### src/rtl/fifo_pkg.sv
// Shared FIFO datapath constants and word type for the 128-bit FIFO and its drain stage.
package fifo_pkg;
    localparam int unsigned FIFO_DATA_W = 128;
    localparam int unsigned FIFO_OUT_W  = 32;

    typedef logic [FIFO_DATA_W-1:0] fifo_word_t;
endpackage

### src/rtl/fifo_rd_unpacker_if.sv
// FIFO read port plus valid/ready beat stream seen by the drain stage.
interface fifo_rd_unpacker_if #(
    parameter int unsigned IN_W  = fifo_pkg::FIFO_DATA_W,
    parameter int unsigned OUT_W = fifo_pkg::FIFO_OUT_W
);
    logic             o_rden;
    logic             i_empty;
    logic             i_alm_empty;
    logic [IN_W-1:0]  i_rddata;
    logic             o_valid;
    logic             i_ready;
    logic [OUT_W-1:0] o_data;
    logic             o_last;
    logic             o_busy;

    modport master (
        output o_rden,
        input  i_empty,
        input  i_alm_empty,
        input  i_rddata,
        output o_valid,
        input  i_ready,
        output o_data,
        output o_last,
        output o_busy
    );

    modport slave (
        input  o_rden,
        output i_empty,
        output i_alm_empty,
        output i_rddata,
        input  o_valid,
        output i_ready,
        input  o_data,
        input  o_last,
        input  o_busy
    );
endinterface

### src/rtl/fifo_rd_wordbuf.sv
// Two-entry register FIFO that soaks up the FIFO's one-cycle read latency.
module fifo_rd_wordbuf #(
    parameter int unsigned W = 128
) (
    input  logic         clk,
    input  logic         reset,
    input  logic         push,
    input  logic         pop,
    input  logic [W-1:0] wdata,
    output logic [W-1:0] head,
    output logic [1:0]   cnt
);
    logic [W-1:0] mem_q [2];
    logic [W-1:0] mem_d [2];
    logic         rd_ptr_q, rd_ptr_d;
    logic         wr_ptr_q, wr_ptr_d;
    logic [1:0]   cnt_q, cnt_d;

    always_comb begin
        mem_d[0] = mem_q[0];
        mem_d[1] = mem_q[1];
        rd_ptr_d = rd_ptr_q;
        wr_ptr_d = wr_ptr_q;
        cnt_d    = cnt_q;
        if (push) begin
            mem_d[wr_ptr_q] = wdata;
            wr_ptr_d        = ~wr_ptr_q;
        end
        if (pop) begin
            rd_ptr_d = ~rd_ptr_q;
        end
        case ({push, pop})
            2'b10:   cnt_d = cnt_q + 2'd1;
            2'b01:   cnt_d = cnt_q - 2'd1;
            default: cnt_d = cnt_q;
        endcase
    end

    always_ff @(posedge clk) begin
        if (reset) begin
            mem_q[0] <= '0;
            mem_q[1] <= '0;
            rd_ptr_q <= 1'b0;
            wr_ptr_q <= 1'b0;
            cnt_q    <= 2'd0;
        end else begin
            mem_q[0] <= mem_d[0];
            mem_q[1] <= mem_d[1];
            rd_ptr_q <= rd_ptr_d;
            wr_ptr_q <= wr_ptr_d;
            cnt_q    <= cnt_d;
        end
    end

    assign head = mem_q[rd_ptr_q];
    assign cnt  = cnt_q;

    // Credit logic upstream guarantees these never trigger.
    a_no_overflow:  assert property (@(posedge clk) disable iff (reset) !(push && !pop && cnt_q == 2'd2));
    a_no_underflow: assert property (@(posedge clk) disable iff (reset) !(pop && cnt_q == 2'd0));
endmodule

### src/rtl/fifo_rd_unpacker.sv
// FIFO drain stage: credit-based read strobes, 2-entry landing buffer, word-to-beat unpacking.
module fifo_rd_unpacker
    import fifo_pkg::*;
#(
    parameter int unsigned IN_W  = FIFO_DATA_W,
    parameter int unsigned OUT_W = FIFO_OUT_W
) (
    input logic                clk,
    input logic                reset,
    fifo_rd_unpacker_if.master bus
);
    localparam int unsigned RATIO  = IN_W / OUT_W;
    localparam int unsigned BEAT_W = (RATIO > 1) ? $clog2(RATIO) : 1;

    logic              infl_q, infl_d;
    logic [BEAT_W-1:0] beat_q, beat_d;
    logic [1:0]        cnt;
    logic [IN_W-1:0]   head;
    logic [OUT_W-1:0]  data_c;
    logic              valid_c;
    logic              last_c;
    logic              hs_c;
    logic              pop_c;
    logic              rden_c;
    logic [2:0]        credit_c;
    logic              alm_empty_unused;

    assign alm_empty_unused = bus.i_alm_empty;

    // Slots committed after this edge: buffered words plus the one in flight, less the one leaving.
    always_comb begin
        valid_c  = (cnt != 2'd0);
        last_c   = (beat_q == BEAT_W'(RATIO - 1));
        hs_c     = valid_c && bus.i_ready;
        pop_c    = hs_c && last_c;
        credit_c = {1'b0, cnt} + {2'b00, infl_q} - {2'b00, pop_c};
        rden_c   = !bus.i_empty && (credit_c < 3'd2);
        infl_d   = rden_c;
        beat_d   = beat_q;
        if (hs_c) begin
            beat_d = last_c ? '0 : beat_q + BEAT_W'(1);
        end
    end

    always_ff @(posedge clk) begin
        if (reset) begin
            infl_q <= 1'b0;
            beat_q <= '0;
        end else begin
            infl_q <= infl_d;
            beat_q <= beat_d;
        end
    end

    fifo_rd_wordbuf #(
        .W(IN_W)
    ) u_buf (
        .clk  (clk),
        .reset(reset),
        .push (infl_q),
        .pop  (pop_c),
        .wdata(bus.i_rddata),
        .head (head),
        .cnt  (cnt)
    );

    // Beat 0 is the least-significant slice of the head word.
    if (RATIO == 1) begin : g_pass
        assign data_c = head;
    end else begin : g_mux
        logic [OUT_W-1:0] beats [RATIO];
        for (genvar g = 0; g < RATIO; g++) begin : g_beat
            assign beats[g] = head[g*OUT_W +: OUT_W];
        end
        assign data_c = beats[beat_q];
    end

    assign bus.o_rden  = rden_c;
    assign bus.o_valid = valid_c;
    assign bus.o_data  = data_c;
    assign bus.o_last  = valid_c && last_c;
    assign bus.o_busy  = valid_c || infl_q;
endmodule

### src/flat_wrapper.sv
// flat-port wrapper written by rule: the top's interface ports become plain ports
module fifo_rd_unpacker_flat import fifo_pkg::*;
#(
    parameter int unsigned IN_W  = FIFO_DATA_W,
    parameter int unsigned OUT_W = FIFO_OUT_W
)
  (clk, reset, bus_o_rden, bus_i_empty, bus_i_alm_empty, bus_i_rddata, bus_o_valid, bus_i_ready, bus_o_data, bus_o_last, bus_o_busy);
  fifo_rd_unpacker_if #(.IN_W(IN_W), .OUT_W(OUT_W)) bus_i ();
  input logic clk;
  input logic reset;
  output wire logic [$bits(bus_i.o_rden)-1:0] bus_o_rden;
  input wire logic [$bits(bus_i.i_empty)-1:0] bus_i_empty;
  input wire logic [$bits(bus_i.i_alm_empty)-1:0] bus_i_alm_empty;
  input wire logic [$bits(bus_i.i_rddata)-1:0] bus_i_rddata;
  output wire logic [$bits(bus_i.o_valid)-1:0] bus_o_valid;
  input wire logic [$bits(bus_i.i_ready)-1:0] bus_i_ready;
  output wire logic [$bits(bus_i.o_data)-1:0] bus_o_data;
  output wire logic [$bits(bus_i.o_last)-1:0] bus_o_last;
  output wire logic [$bits(bus_i.o_busy)-1:0] bus_o_busy;
  assign bus_o_rden = bus_i.o_rden;
  assign bus_i.i_empty = bus_i_empty;
  assign bus_i.i_alm_empty = bus_i_alm_empty;
  assign bus_i.i_rddata = bus_i_rddata;
  assign bus_o_valid = bus_i.o_valid;
  assign bus_i.i_ready = bus_i_ready;
  assign bus_o_data = bus_i.o_data;
  assign bus_o_last = bus_i.o_last;
  assign bus_o_busy = bus_i.o_busy;
  fifo_rd_unpacker #(.IN_W(IN_W), .OUT_W(OUT_W)) u_core (.clk(clk), .reset(reset), .bus(bus_i));
endmodule
### config.mk
export PLATFORM = sky130hd
export DESIGN_NAME = fifo_rd_unpacker_flat
export DESIGN_NICKNAME = d
export VERILOG_FILES = /design/src/rtl/fifo_pkg.sv /design/src/rtl/fifo_rd_unpacker_if.sv /design/src/rtl/fifo_rd_wordbuf.sv /design/src/rtl/fifo_rd_unpacker.sv /design/src/flat_wrapper.sv
export SDC_FILE = /design/constraint.sdc
export NUM_CORES = 1
export LEC_CHECK = 0
export CAP_MARGIN = 40
export CELL_PAD_IN_SITES_DETAIL_PLACEMENT = 0
export CELL_PAD_IN_SITES_GLOBAL_PLACEMENT = 1
export CORE_MARGIN = 10
export CORE_UTILIZATION = 42
export CTS_BUF_LIST = sky130_fd_sc_hd__clkbuf_4 sky130_fd_sc_hd__clkbuf_8
export DETAILED_ROUTE_END_ITERATION = 10
export PLACE_DENSITY_LB_ADDON = 0.1
export SLEW_MARGIN = 15
export SYNTH_ARGS = -nofsm -noshare
export SYNTH_HDL_FRONTEND = slang
export SYNTH_SLANG_ARGS = --single-unit
### constraint.sdc
create_clock -name clk -period 3.2 [get_ports clk]
set_clock_uncertainty 0.2 [all_clocks]
set_input_delay 0.32 -clock clk [delete_from_list [all_inputs] [get_ports clk]]
set_output_delay 0.32 -clock clk [all_outputs]
set_load 0.01 [all_outputs]
==> results.txt, run 1 <==
In the detailed route, the total length drawn on met3 is 2160 µm. The worst max-slew margin expressed relative to the limit is 0.453, and the area of the core is 25,900 µm². The post-DP HPWL is 20,200 µm. For this design, the slowest cell found on the critical path is sky130_fd_sc_hd__mux4_2. In this run the static leakage power is 5.06 nW.

Synthesis produced a netlist whose cell count is 1,266. The logs give 59 for the number of placement rows and 2.58 ns for the arrival time at the worst endpoint. The share of post-route cells with drive strength above 1 was 0.158; the remaining global-route overflow was 0. Fill cell total of the finished layout: 2,541.

The run gives 1,403 as the net count of the mapped netlist. At the pin with the least slew margin, the transition time is 0.821 ns. Each instance of the synthesized netlist takes up on average 8.68 µm². The die covers 33,000 µm².

STA classifies the critical path endpoint as an output port. The maximum resistive drop on vdd is 0.000380 V. TritonCTS built the clock tree. The hold violation count in the final report was 0; the cell area after placement was 12,900 µm². Timing would allow up to 322 MHz. The number of pins exceeding their max-slew limit in the final report is 0. At the end of the flow, the number of nets in the layout was 1,549. Setup repair after global routing left no endpoint under its margin. For this run, design rule violations remaining after detail routing come to 0.

The number of detailed-routing iterations run before antenna repair was 4; the area of combinational cells with multiple inputs was 5300 µm². Share of the synthesized area in the top cell type: 0.481. STA classifies the critical path startpoint as a register. By count the netlist is led by sky130_fd_sc_hd__nand2_1 (515), sky130_fd_sc_hd__dfxtp_1 (264), sky130_fd_sc_hd__a21oi_1 (259).

Number of hold-repair buffers added at the cts stage: 0. The signal on the critical path passes through buf_12 -> buf_4 -> buf_12 -> buf_16 -> mux4_2 -> mux2_2 -> dlygate4sd2_1. After detailed routing, the wire length on met1 is 14,100 µm. Routability congestion estimate: 0.771. In the post-synthesis netlist, the biggest area contributors are sky130_fd_sc_hd__dfxtp_1 (48%), sky130_fd_sc_hd__nand2_1 (18%), sky130_fd_sc_hd__mux4_2 (13%). For the count of unique library cells instantiated by Yosys, the log shows 24.

For the sequential cell area, the log shows 5290 µm². STA puts the critical path data required time at 2.68 ns. The average vias per placed instance works out to 5.09. The proportion of register bits with asynchronous set or reset after synthesis works out to 0. The portion of the post-synthesis area used by sequential elements is 0.481. The run finished with clean final reports.

The pre-CTS worst setup slack was -0.126 ns; the global routing usage summed across all routing layers was 0.190. The logs give 0 for the number of setup violations in the final report and 32,700 µm for the total wirelength of the detailed-routed design. The final critical path time including I/O delays and setup was 3.10 ns; the number of buffers and inverters on the critical path was 5.

In this run, synthesis produced a sequential element count of 264. Relative to the synthesized area, the layout overhead comes to 28.5%. The delay contributed by the slowest stage of the critical path is 0.53 ns, and the share of the cycle needed by the critical path after routing is 0.969. The detail route stage leaves a number of antenna-violating nets equal to 0. The number of global-route vias before repair is 9,089, and the number of vias in the routed layout is 9,083. During placement, the flow inserted port buffers numbering 167. Signal routing reaches up to met5. In this run, placement finished with an instance count of 1,688. The tree built by TritonCTS fans out to 264 sinks.

The most instantiated flip-flop cell in the synthesis netlist was sky130_fd_sc_hd__dfxtp_1. The later-pin clock latency in the skew report is 0.53 ns. The die boundary width came out at 182 µm. Root buffer selected by CTS: sky130_fd_sc_hd__clkbuf_8.

The finished layout holds 1,785 standard cells, fillers aside. The mean routed wirelength per cell was 18.3 µm. The logs give 45 for the number of buffers created by CTS and 50,700 µm for the first-pass GRT wire length.

The maximum fanout count along the critical path was 16. In this run, synthesis inferred 0 flip-flops with an integrated enable. For this design the ratio of total power to cell area is 543 nW/µm². The I/O pin count is 169, and the clock-pin slew on the worst setup and hold paths is 0.06 ns.

In this run the vertical extent of the chip is 182 µm. For the maximum count of clock buffers along a single path, the log shows 3. Dominant cell by count in the synthesized netlist: sky130_fd_sc_hd__nand2_1. Max-capacitance violation count: 0.

After layout, the worst setup slack is 0.0989 ns. Broken down by cell family, the worst path's largest delay share belongs to buffers and inverters. The detailed router finished its first iteration with 700 violations.

The core occupancy in the finished layout was 0.545. The path class of the tightest hold or removal check is in -> reg. The number of antenna violations at the first check in global routing came out at 3. The Yosys step of the flow raised 0 warnings. The initial core utilization was 0.424; the largest net degree at the start of global routing was 103.

The most prevalent standard cell on the critical path was sky130_fd_sc_hd__buf_12. The logs give 2 for the maximum level of the CTS H-tree and 11,000 µm² for the netlist area before placement. The tools report the final cell area excluding filler cells as 14,100 µm². Post-synthesis cell type with the largest combined area: sky130_fd_sc_hd__dfxtp_1.

The run gives 16,000 µm as the routed length on met2. The critical path is of the reg -> out type.
[stage by stage]
stage	TNS, ns	total power, mW	hold WS (ns)
finish	0	7.67	0.0545
global route	0	8.01	0.0648
CTS	0	7.75	0.0377
detailed placement	-0.126	4.47	0.243
global placement	-0.0960	4.46	0.239
floorplan	0	4.03	0.233
[where the power goes]
group          internal, mW  switching (mW)
clock                  1.88            1.36
sequential             3.42          0.0649
combinational         0.458           0.487
[final timing paths]
check	start	endpoint	slack [ns]	depth (start not counted)
worst max-delay path	u_core.beat_q[0]$_SDFFE_PP0P_	bus_o_data[30]	0.1	7
worst min-delay path	reset	u_core.u_buf.mem_q[0][50]$_SDFFE_PP0P_	0.05	2
worst max register to register	u_core.beat_q[0]$_SDFFE_PP0P_	u_core.infl_q$_SDFF_PP0_	0.43	13
worst min register to register	u_core.u_buf.mem_q[1][85]$_SDFFE_PP0P_	u_core.u_buf.mem_q[1][85]$_SDFFE_PP0P_	0.25	2
[placed cells by master, fill, tap and decap left out, types with 3 or more instances in the layout]
master,instances
sky130_fd_sc_hd__a21oi_1,259
sky130_fd_sc_hd__mux2_2,32
sky130_fd_sc_hd__clkbuf_8,59
sky130_fd_sc_hd__dlygate4sd2_1,26
sky130_fd_sc_hd__clkdlybuf4s50_1,134
sky130_fd_sc_hd__clkinv_2,4
sky130_fd_sc_hd__xor2_1,3
sky130_fd_sc_hd__clkbuf_4,20
sky130_fd_sc_hd__dfxtp_1,262
sky130_fd_sc_hd__nand2_1,514
sky130_fd_sc_hd__dlymetal6s2s_1,5
sky130_fd_sc_hd__mux4_2,64
sky130_fd_sc_hd__or3_1,3
sky130_fd_sc_hd__buf_4,22
sky130_fd_sc_hd__buf_12,8
sky130_fd_sc_hd__buf_16,4
sky130_fd_sc_hd__nor2_1,4
[metal layers]
layer	vias to the layer above	track usage
li1	4545	-
met1	4294	0.233
met2	196	0.317
met3	44	0.0577
met4	4	0.0495
met5	-	0
[layout make-up]
| class | instances | area share |
|---|---|---|
| antenna | 1 | 0.000177 |
| clock buffer | 79 | 0.0682 |
| clock inverter | 5 | 0.00195 |
| inverter | 2 | 0.000532 |
| multi-input combinational | 897 | 0.375 |
| sequential | 264 | 0.375 |
| tap | 335 | 0.0297 |
| timing repair buffer | 202 | 0.149 |
[sequential cells by signal (all words and copies together), names as in the netlist, named ones only]
signal and flops:
u_core.u_buf.wr_ptr_q 1, u_core.u_buf.rd_ptr_q 1, u_core.u_buf.mem_q 256, u_core.beat_q 2, u_core.u_buf.cnt 2, u_core.infl_q 1
[kinds of logic after synthesis]
family	Yosys count	synth area share
buffers and inverters	105	0.0420
muxes	97	0.165
DFF	264	0.481
adders and majority gates	4	0.00524
xor gates and xnor gates	4	0.00319
AOI/OAI and AO/OA	262	0.120
and+or+nand+nor	530	0.184
[timing repair]
item / 4_1_cts / 5_1_grt
setup buffers: 5 / 4
endpoints found under the setup margin: 33 / 7
resized for setup: 38 / 6
cloned: 2 / 1
pin swaps: 2 / 1
Note: power is estimated with default switching activity, not from simulation.
==> inputs of run 2 (changes only) <==
--- a/config.mk
+++ b/config.mk
@@ -8,7 +8,6 @@
 export CAP_MARGIN = 40
 export CELL_PAD_IN_SITES_DETAIL_PLACEMENT = 0
 export CELL_PAD_IN_SITES_GLOBAL_PLACEMENT = 1
-export CORE_MARGIN = 10
 export CORE_UTILIZATION = 42
 export CTS_BUF_LIST = sky130_fd_sc_hd__clkbuf_4 sky130_fd_sc_hd__clkbuf_8
 export DETAILED_ROUTE_END_ITERATION = 10
==> results.txt, run 2 (synthesis gave the netlist of run 1 again) <==
The flow ran to the end, and the final reports show no timing, DRC or antenna violations. Of all nets on the critical path, the largest fanout is 9. The cell-internal power was 5.75 mW.

The maximum count of clock buffers along a single path came out at 3. At the pin with the least slew margin, the transition time is 0.697 ns. The number of pins exceeding their max-slew limit in the final report is 0. The multi-input combinational cells in the finished layout cover a total of 5300 µm². The overall die area is 26,800 µm². TritonCTS built the clock tree. In this run the worst hold path is classified as in -> reg.

The share of post-route cells with drive strength above 1 is 0.160, and the number of design-rule violations left by the first detailed-router iteration is 544. The critical path contains buffers and inverters numbering 3 combined. The tools report the type of origin of the critical path as a register. STA classifies the critical path endpoint as an output port. The highest-delay cell along the critical path is sky130_fd_sc_hd__mux4_2. For this design the static power due to leakage is 4.94 nW. Y dimension of the die: 164 µm.

Setup repair after global routing left no endpoint under its margin. The number of antenna violations at the first check in global routing is 1. The number of global-route vias before repair was 8,918; the number of hold-repair buffers added at the cts stage was 0. For the worst flop-to-flop path, the logic depth is 9.

The most critical setup path has its endpoint at bus_o_data[18]. The switching share of power works out to 0.249. The maximum level of the CTS H-tree is 2.

Leaving out filler cells and counting taps, the final layout contains 1,781. Post-DP HPWL: 18,800 µm. Counting buffers and inverters, the worst setup path is 5 cells deep.

Broken down by cell family, the worst path's largest delay share belongs to buffers and inverters. The max-capacitance violation count is 0, and the antenna violation net count after detailed routing is 0. The fill cell total of the finished layout came out at 2,469. The maximum resistive drop on vdd was 0.000371 V.

For the worst max-slew margin expressed relative to the limit, the log shows 0.536. The clock power share came out at 0.418. In this run the most critical hold path is launched from bus_i_rddata[7]. Entering global routing, the biggest net connects 110 pins. In this run the count of I/O pins placed on the die edge is 169. The signal on the critical path passes through buf_12 -> buf_16 -> mux4_2 -> mux2_2 -> clkdlybuf4s50_1. Share of the cycle needed by the critical path after routing: 0.981.

The library cell used most frequently in the layout, excluding fill and tap cells, is sky130_fd_sc_hd__nand2_1. The number of buffers created by CTS is 45, and the total wirelength of the detailed-routed design is 32,100 µm. Setup violations remaining at the end of the flow were counted as 0. Prior to clock tree synthesis, the placed netlist has a worst setup slack of -0.128 ns. For the slack of the worst reg-to-reg path, the log shows 0.94 ns. By startpoint and endpoint, the worst setup path is classified as reg -> out. STA puts the critical path data required time at 2.68 ns.

The register with the most flip-flops in the layout has 256 of them. For the initial core utilization, the log shows 0.432. Global routing usage summed across all routing layers: 0.234. The logs give 0 ns for the aggregate negative setup slack and 0.126 for the combinational group share of total power.

The clock-pin slew on the worst setup and hold paths was 0.06 ns. The arrival time at the worst endpoint is 2.62 ns, and the hold violation count in the final report is 0. Root buffer selected by CTS: sky130_fd_sc_hd__clkbuf_8. The launching element of the worst setup path was u_core.beat_q[0]$_SDFFE_PP0P_. The core occupancy in the finished layout is 0.559, and the share of power burned in registers is 0.456. The endpoint identified for the worst register-to-register timing path is u_core.infl_q$_SDFF_PP0_. The mean routed wirelength per cell is 18.0 µm.

In the final design database the tool counted 1,554 nets. The cell area after placement is 12,900 µm². In this run the tool buffered the top-level ports with 167 buffer cells. In this run the power spent charging and discharging nets is 1.90 mW. In this design, the stage delay of the slowest critical-path cell is 0.53 ns.

The final worst-path setup slack is 0.0617 ns. The number of placement rows is 58. Remaining global-route overflow: 0.

The power density over cell area is 539 nW/µm². The die is 164 µm wide. The first global-routing pass estimated 48,300 µm of wire. The logs give 0.759 for the routability congestion estimate and 0.56 ns for the later-pin clock latency in the skew report.

The tools report the area of the core as 25,400 µm². The register ranked first by flip-flop count was u_core.u_buf.mem_q. For the final routed DRC violation total, the log shows 0. The final critical path time including I/O delays and setup works out to 3.14 ns. Launch point of the worst reg-to-reg path: u_core.beat_q[0]$_SDFFE_PP0P_. Using the TritonRoute via totals, the vias-per-cell ratio works out to 5.12.

The routed layout has 9,115 vias. Count of antenna diodes in the layout: 0. Clock tree synthesis found a total of 264 sinks. Including well taps, the total number of placed cells is 1,684. Registers take 5290 µm². After routing the design area is 14,200 µm². The pre-antenna-repair detailed-routing pass consisted of 6 iterations.

From synthesis to final layout, the design area changed by 29.2%. For this run, the top clock speed supported by timing is 319 MHz. The library cells used most frequently in the layout, excluding fill and tap cells, are sky130_fd_sc_hd__nand2_1 (514), sky130_fd_sc_hd__dfxtp_1 (261), sky130_fd_sc_hd__a21oi_1 (259), sky130_fd_sc_hd__clkdlybuf4s50_1 (156), sky130_fd_sc_hd__mux4_2 (64).
[run 2: cell type report]
type	instances	share of cell area
Timing Repair Buffer	207	0.156
Clock buffer	79	0.0669
Inverter	2	0.000529
Sequential cell	264	0.373
Clock inverter	2	0.000882
Multi-Input combinational cell	897	0.374
Tap cell	330	0.0291
[run 2: power by group through the flow]
stage | Clock (mW) | Sequential (mW) | Combinational [mW]
6_report | 3.20 | 3.49 | 0.962
5_1_grt | 3.42 | 3.50 | 1.05
4_1_cts | 3.28 | 3.48 | 0.917
3_5_place_dp | 0 | 3.56 | 0.907
3_3_place_gp | 0 | 3.55 | 0.904
2_1_floorplan | 0 | 3.54 | 0.496
[run 2: how the worst min path moves through the flow]
stage                                              end  slack, ns  cells past startpoint
2_1_floorplan  u_core.u_buf.mem_q[0][127]$_SDFFE_PP0P_       0.23                      2
3_3_place_gp    u_core.u_buf.mem_q[1][21]$_SDFFE_PP0P_       0.24                      2
3_5_place_dp    u_core.u_buf.mem_q[1][55]$_SDFFE_PP0P_       0.24                      2
4_1_cts         u_core.u_buf.mem_q[0][37]$_SDFFE_PP0P_       0.11                      3
5_1_grt         u_core.u_buf.mem_q[0][87]$_SDFFE_PP0P_       0.14                      3
6_report         u_core.u_buf.mem_q[1][7]$_SDFFE_PP0P_       0.13                      3
[run 2: per-layer routing]
layer | up-vias | global-route usage | share of wire
met5 | - | 0 | 0
met4 | 0 | 0.0838 | 0.028
met3 | 49 | 0.0510 | 0.055
met2 | 206 | 0.411 | 0.51
met1 | 4301 | 0.280 | 0.41
li1 | 4559 | - | -
[run 2: through the flow]
step                      hold WS, ns  power, mW
after detailed placement        0.244       4.46
after global routing            0.141       7.96
after CTS                       0.114       7.68
final                           0.134       7.65
after floorplan                 0.233       4.03
after global placement          0.238       4.45
[run 2: worst min-delay path, stage by stage]
cell	delay (ns)
sky130_fd_sc_hd__clkdlybuf4s50_1	0.41
sky130_fd_sc_hd__nand2_1	0.06
sky130_fd_sc_hd__a21oi_1	0.05
[run 2: timing repair]
action	4_1_cts	5_1_grt
setup endpoints to repair	33	25
pin swaps	0	2
gates resized for setup	15	7
gates cloned	1	4
buffers inserted	0	11
